### config.mk
export PLATFORM = sky130hd
export DESIGN_NAME = crc16_check
export DESIGN_NICKNAME = d
export VERILOG_FILES = /design/src/rtl/crc16_check.sv
export SDC_FILE = /design/constraint.sdc
export NUM_CORES = 1
export LEC_CHECK = 0
export ABC_CLOCK_PERIOD_IN_PS = 1900
export CORE_ASPECT_RATIO = 0.5
export CORE_MARGIN = 3
export CORE_UTILIZATION = 40
export DETAILED_ROUTE_END_ITERATION = 10
export SLEW_MARGIN = 0
export SYNTH_ARGS = -nofsm -noshare
export SYNTH_HDL_FRONTEND = slang
export SYNTH_SLANG_ARGS = --single-unit
### constraint.sdc
create_clock -name clk -period 1.9 [get_ports clk]
set_input_delay 0.57 -clock clk [delete_from_list [all_inputs] [get_ports clk]]
set_output_delay 0.57 -clock clk [all_outputs]
set_load 0.01 [all_outputs]
### src/rtl/crc16_check.sv
// Receive-side CRC-16-CCITT block checker: shifts payload bytes MSB-first through
// a serial LFSR, captures the two trailing CRC bytes and flags match/mismatch.
`timescale 1ns/1ps
module crc16_check #(
   parameter int BLOCK_BYTES = 512
) (
   input  logic        clk,
   input  logic        rst,
   input  logic        clear,
   input  logic [7:0]  byte_in,
   input  logic        byte_valid,
   output logic        byte_ready,
   output logic        check_done,
   output logic        crc_ok,
   output logic [15:0] crc_calc,
   output logic [15:0] crc_recv
);
   // state | meaning
   // LOAD  | waiting for the next byte (byte_ready high)
   // SHIFT | serialising the latched byte, 8 cycles
   // DONE  | one-cycle result strobe, crc_ok updated
   typedef enum logic [1:0] {LOAD, SHIFT, DONE} state_t;

   localparam int               CW       = $clog2(BLOCK_BYTES + 2);
   localparam logic [CW-1:0]    PAY_CNT  = CW'(BLOCK_BYTES);
   localparam logic [CW-1:0]    LAST_CNT = CW'(BLOCK_BYTES + 1);
   localparam logic [15:0]      POLY     = 16'h1021;

   state_t          r_state;
   logic [7:0]      r_shift;
   logic [2:0]      r_bit_cnt;
   logic [CW-1:0]   r_byte_cnt;
   logic [15:0]     r_crc_calc;
   logic [15:0]     r_crc_recv;
   logic            r_crc_ok;

   logic            w_bit;
   logic            w_payload;
   logic            w_fb;

   assign w_bit     = r_shift[7];
   assign w_payload = (r_byte_cnt < PAY_CNT);
   assign w_fb      = r_crc_calc[15] ^ w_bit;

   always_ff @(posedge clk or negedge rst) begin
      if (!rst) begin
         r_state    <= LOAD;
         r_shift    <= '0;
         r_bit_cnt  <= '0;
         r_byte_cnt <= '0;
         r_crc_calc <= '0;
         r_crc_recv <= '0;
         r_crc_ok   <= 1'b0;
      end else if (clear) begin
         r_state    <= LOAD;
         r_byte_cnt <= '0;
         r_crc_calc <= '0;
         r_crc_recv <= '0;
      end else begin
         case (r_state)
            LOAD: begin
               if (byte_valid) begin
                  r_shift   <= byte_in;
                  r_bit_cnt <= 3'd7;
                  r_state   <= SHIFT;
                  // previous block's results stay readable until the next block starts
                  if (r_byte_cnt == '0) begin
                     r_crc_calc <= '0;
                     r_crc_recv <= '0;
                  end
               end
            end
            SHIFT: begin
               r_shift   <= {r_shift[6:0], 1'b0};
               r_bit_cnt <= r_bit_cnt - 3'd1;
               if (w_payload)
                  r_crc_calc <= {r_crc_calc[14:0], 1'b0} ^ (w_fb ? POLY : 16'h0000);
               else
                  r_crc_recv <= {r_crc_recv[14:0], w_bit};
               if (r_bit_cnt == 3'd0) begin
                  if (r_byte_cnt == LAST_CNT) begin
                     r_byte_cnt <= '0;
                     r_state    <= DONE;
                  end else begin
                     r_byte_cnt <= r_byte_cnt + 1'b1;
                     r_state    <= LOAD;
                  end
               end
            end
            DONE: begin
               r_crc_ok <= (r_crc_calc == r_crc_recv);
               r_state  <= LOAD;
            end
            default: r_state <= LOAD;
         endcase
      end
   end

   assign byte_ready = (r_state == LOAD);
   assign check_done = (r_state == DONE);
   assign crc_ok     = r_crc_ok;
   assign crc_calc   = r_crc_calc;
   assign crc_recv   = r_crc_recv;

endmodule
Word level (Yosys, flattened, before mapping)
Index checks and enable logic that the tools add are counted.
{"block": "word_totals", "reg_bits": 56, "out_inout_bits": 35}
{"block": "classes", "n_addsub": 2, "magnitude_cmp": 1, "n_eq_ne": 10, "mux": 22, "n_bitwise": 3, "n_reduce_logical": 13}
{"op": "$mux W16", "n": 6}
{"op": "$pmux W16 S2", "n": 2}
{"op": "$mux W10", "n": 4}
{"op": "$eq A16 B16 Y1", "n": 1}
{"op": "$pmux W8 S2", "n": 1}
{"op": "$xor A16 B13 Y16", "n": 1}
{"op": "$mux W13", "n": 1}
{"op": "$ne A3 B3 Y1 const B", "n": 4}
{"op": "$add A10 B1 Y10 const B", "n": 1}
{"op": "$eq A10 B10 Y1 const B", "n": 1}
{"op": "$logic_not A10 Y1", "n": 1}
{"op": "$lt A10 B10 Y1 const B", "n": 1}
{"op": "$mux W2", "n": 4}
{"op": "$mux W8", "n": 1}
{"op": "$reduce_and A4 Y1", "n": 2}
{"op": "$pmux W3 S2", "n": 1}
{"op": "$reduce_and A2 Y1", "n": 3}
{"op": "$reduce_bool A2 Y1", "n": 3}
{"op": "$pmux W2 S2", "n": 1}
{"op": "$logic_not A3 Y1", "n": 1}
{"op": "$mux W3", "n": 1}
{"op": "$ne A3 B2 Y1 const B", "n": 1}
{"op": "$reduce_and A3 Y1", "n": 1}
{"op": "$reduce_bool A3 Y1", "n": 1}
{"op": "7 further kinds", "n": 7}

Logic depth before layout (Yosys ltp)
{"block": "depth", "ltp_word": 6, "ltp_mapped": 8, "depth_no_buf": 7}

Least setup slack after synthesis
No wires, ideal clock.
{"block": "synth_path", "path_type": "register -> register", "startpoint": "register r_bit_cnt[0]", "endpoint": "register r_byte_cnt[8]", "t_arrival_ps": 1535, "t_required_ps": 1822, "setup_slack_ps": 287, "path_stages_with_launch": 9, "path_buffers": 1, "period_less_slack_ps": 1613, "path_cell_list": "dfrtp_1 > inv_1 > ha_1 > ha_1 > and3b_1 > clkbuf_2 > o211ai_1 > or3_1 > a21oi_1"}
{"block": "synth_via", "elab_chain_len": 3}
{"item": "start, declared", "line_no": "31", "source": "logic [2:0] r_bit_cnt;"}
{"item": "start signal, assigned", "line_no": "75", "source": "r_bit_cnt <= r_bit_cnt - 3'd1;"}
{"item": "$logic_not A3 Y1", "line_no": "80", "source": "if (r_bit_cnt == 3'd0) begin"}
{"item": "$reduce_bool A2 Y1 (no line)"}
{"item": "$reduce_and A2 Y1 (no line)"}
{"item": "end signal, assigned", "line_no": "85", "source": "r_byte_cnt <= r_byte_cnt + 1'b1;"}
{"item": "end, declared", "line_no": "32", "source": "logic [CW-1:0] r_byte_cnt;"}
Every way passes these cells.
A chain may end at the register's enable or synchronous reset.

Worst setup path in the final report
{"block": "layout_path", "startpoint": "register r_crc_calc[12], in the netlist crc_calc[12]", "endpoint": "output port crc_calc[12]"}
{"item": "start, declared", "line_no": "33", "source": "logic [15:0] r_crc_calc;"}
{"item": "start signal, assigned", "line_no": "77", "source": "r_crc_calc <= {r_crc_calc[14:0], 1'b0} ^ (w_fb ? POLY : 16'h0000);"}
{"item": "end, declared", "line_no": "15", "source": "output logic [15:0] crc_calc,"}
No word-level cell between the ends.

==> metrics.csv <==
metric,value,unit
clk_root_buffer_cell,sky130_fd_sc_hd__clkbuf_16,
vias_per_cell,5.175,
timing.max_slew.rel_slack,0.7400,
drt_drc_violations_left,0,
average_routed_wire_per_standard_cell,15.04,µm
syn_area,2915,µm²
worstPathMaxFanout,4,
stdcell_area,3771,µm²
run_status,finished clean,
vdd_ir_drop_max,0.3539,mV
fin_crit,1.864,ns
crit_arrival,1.29,ns
die_width,126.7,µm
required,1.33,ns
slew_viols_final,0,
design.final.nets,347,
cts_buffers,5,
critical_path_sink_type,output pin,
p_leak,1.842,nW
dp_wirelength,4.620,mm
ys_seq_elements,56,
cts-root-to-sink-buffers,2,
num_vias,2189,
tightestPinTransition,0.3864,ns
worstSetupPathType,flop to output pin,
yosys_warns,0,
grt_start_max_net_pins,43,
worst_path_max_delay_cell,sky130_fd_sc_hd__clkdlybuf4s50_1,
unrepaired_setup_endpoints_after_global_routing,no,
filler_cell_count,625,
drtPass1Iterations,4,
syn_to_final_growth,29.36,%
timing.rr.start,r_byte_cnt[0],
n_antenna_cell,0,
synthArstFlopShare,1.000,
final_util,0.5499,
synth_fp_nets,288,
grt_pass1_wl,10.74,mm
number_of_synthesized_flops_with_an_enable_pin,0,
max_cap_violations,0,
yosys_most_used_dff,sky130_fd_sc_hd__dfrtp_1,
floorplan.core_area,6858,µm²
timing.hold.worst.class,primary input to async pin,
grtUsageTotal,0.1617,
die_y,66.37,µm
postRouteAntennaNets,0,
numPortBuffers,46,
report.final.setup_viol,0,
drt-total-wl,6.360,mm
rows,21,
clk_latency,0.30,ns
cell_type_group_with_the_largest_total_delay_on_the_critical_path,buffers and inverters,
htree_levels,2,
power.density_cell_area,701.3,nW/µm²
final.period_utilization,0.9810,
critical_path_buffers_and_inverters,1,
remaining_global_route_overflow,0,
fmaxAchievable,536.5,MHz
timing.critical_path.slowest_cell_delay,0.57,ns
placedInstanceArea,3578,µm²
startpoint_type,flop,
synthesis.area_per_instance,10.76,µm²
r2r.worst_path.cells,7,
grt_pass1_vias,2201,
clk_pin_slew,0.07,ns
yosysSeqAreaShare,0.4807,
post_synth_inst_count,271,
final_layout_size_suffix_gt1_frac,0.1360,
detailedRoute.firstIterationViolations,116,
routability_cong,0.7783,
report.final.hold_viol_count,0,
cts_num_sinks,56,
top_level_pins,47,
initial_utilization,0.4251,
rr_endpoint,crc_calc[3],
netlist-cell-type-count,43,
cp_cell_sequence,clkdlybuf4s50_1,
final.setup_skew,0.006466,ns
fp.dieArea,8411,µm²
grt_antenna_before_repair,0,
clock_tree_from_tritoncts,built,
ff2ff_setup_slack,0.11,ns
==> flip-flops by register name, summed over array words and instances (netlist names) <==
| name | count |
|---|---|
| crc_recv | 16 |
| r_shift | 8 |
| r_state | 2 |
| crc_ok | 1 |
| r_bit_cnt | 3 |
| r_byte_cnt | 10 |
| crc_calc | 16 |
==> per-stage QoR <==
| stage | cells | setup TNS [ns] | setup slack, ns | power [W] | hold WS (ns) |
|---|---|---|---|---|---|
| after CTS | 421 | 0 | 0.01009 | 0.002687 | 0.1903 |
| after floorplan | 271 | 0 | 0.2868 | 0.001491 | 0.2744 |
| final | 423 | 0 | 0.03612 | 0.002645 | 0.1818 |
| after global routing | 423 | 0 | 0.001188 | 0.002765 | 0.1981 |
| after global placement | 413 | -1.417 | -0.06660 | 0.001618 | 0.4607 |
| after detailed placement | 413 | -2.144 | -0.1230 | 0.001632 | 0.4693 |
==> metal layers <==
metal,part of all wire,track usage,vias to the layer above
met5,0,0,-
met4,0.012,0.05214,0
met3,0.034,0.04113,7
met2,0.48,0.2691,33
met1,0.47,0.2084,1086
li1,-,-,1063
==> cell families after synthesis <==
group                    Yosys count  synth area share
buffers and inverters             38           0.06695
AND/OR/NAND/NOR                   77            0.1584
XOR/XNOR                          24           0.07210
AO/OA/AOI/OAI                     46            0.1142
adder cells (fa/ha/maj)            5           0.02146
flip-flops                        56            0.4807
multiplexers                      25           0.08627
==> worst max path at each step <==
stage / from / endpoint / slack, ns / depth (start not counted)
after floorplan: r_bit_cnt[0] / r_byte_cnt[8] / 0.29 / 8
after global placement: clear / r_byte_cnt[0] / -0.07 / 5
after detailed placement: clear / r_byte_cnt[0] / -0.12 / 5
after CTS: crc_calc[15] / crc_calc[15] / 0.01 / 1
after global routing: crc_calc[11] / crc_calc[11] / 0.001 / 1
final: crc_calc[12] / crc_calc[12] / 0.04 / 1
==> layout by cell type, fill, tap and decap left out, types with 2 or more instances in the layout <==
master,synthesis,final
sky130_fd_sc_hd__ha_1,5,5
sky130_fd_sc_hd__nand3_1,3,3
sky130_fd_sc_hd__buf_12,1,5
sky130_fd_sc_hd__o2111ai_1,2,2
sky130_fd_sc_hd__a21o_1,16,16
sky130_fd_sc_hd__clkdlybuf4s50_1,0,42
sky130_fd_sc_hd__nor4b_1,14,14
sky130_fd_sc_hd__a21oi_1,3,3
sky130_fd_sc_hd__nand4_1,4,4
sky130_fd_sc_hd__dfrtp_1,56,51
sky130_fd_sc_hd__o21ai_0,14,14
sky130_fd_sc_hd__nor4_1,4,4
sky130_fd_sc_hd__nand2_1,28,28
sky130_fd_sc_hd__nor2_1,9,9
sky130_fd_sc_hd__xnor2_1,10,10
sky130_fd_sc_hd__dfrtp_2,0,5
sky130_fd_sc_hd__mux2i_1,24,24
sky130_fd_sc_hd__a22oi_1,2,2
sky130_fd_sc_hd__buf_4,0,15
sky130_fd_sc_hd__o211ai_1,2,2
sky130_fd_sc_hd__or3_1,3,3
sky130_fd_sc_hd__dlygate4sd2_1,0,2
sky130_fd_sc_hd__clkbuf_16,0,5
sky130_fd_sc_hd__xor2_1,14,14
sky130_fd_sc_hd__nor3_1,2,2
sky130_fd_sc_hd__inv_1,24,24
==> area by class of cell <==
| cell class | instances | area, µm² | share of cell area |
|---|---|---|---|
| flip-flops and latches | 56 | 1408 | 0.3733 |
| inverters | 24 | 90.09 | 0.02389 |
| well taps | 92 | 115.1 | 0.03052 |
| repair buffers | 66 | 668.1 | 0.1772 |
| clock buffers | 5 | 125.1 | 0.03318 |
| multi-input cells | 177 | 1323 | 0.3507 |
| clock inverters | 3 | 42.54 | 0.01128 |
==> repair_timing <==
item / in CTS / in global routing
pin swaps: 0 / 0
resized for setup: 5 / 5
hold buffers: 0 / 0
buffers inserted: 0 / 2
endpoints found under the setup margin: 3 / 8
==> power breakdown <==
| group | switching, W | leakage (nW) | internal [W] |
|---|---|---|---|
| Combinational | 0.000167 | 1.01 | 0.000152 |
| Sequential | 0.0000379 | 0.749 | 0.00125 |
| Clock | 0.000420 | 0.0798 | 0.000620 |
==> synthesized netlist by cell type, types with 2 or more instances <==
cell type,n,area share
sky130_fd_sc_hd__mux2i_1,24,0.082
sky130_fd_sc_hd__nand3_1,3,0.0051
sky130_fd_sc_hd__a21oi_1,3,0.0051
sky130_fd_sc_hd__a22oi_1,2,0.0051
sky130_fd_sc_hd__nor4_1,4,0.0086
sky130_fd_sc_hd__clkbuf_1,4,0.0051
sky130_fd_sc_hd__nor3_1,2,0.0034
sky130_fd_sc_hd__buf_6,4,0.015
sky130_fd_sc_hd__inv_1,24,0.031
sky130_fd_sc_hd__nand2_1,28,0.036
sky130_fd_sc_hd__a21o_1,16,0.041
sky130_fd_sc_hd__xnor2_1,10,0.030
sky130_fd_sc_hd__buf_2,4,0.0069
sky130_fd_sc_hd__xor2_1,14,0.042
sky130_fd_sc_hd__dfrtp_1,56,0.48
sky130_fd_sc_hd__o211ai_1,2,0.0051
sky130_fd_sc_hd__nor2_1,9,0.012
sky130_fd_sc_hd__o2111ai_1,2,0.0060
sky130_fd_sc_hd__or3_1,3,0.0064
sky130_fd_sc_hd__ha_1,5,0.021
sky130_fd_sc_hd__nor4b_1,14,0.042
sky130_fd_sc_hd__nand4_1,4,0.0086
sky130_fd_sc_hd__o21ai_0,14,0.024
Note: power is estimated with default switching activity, not from simulation.
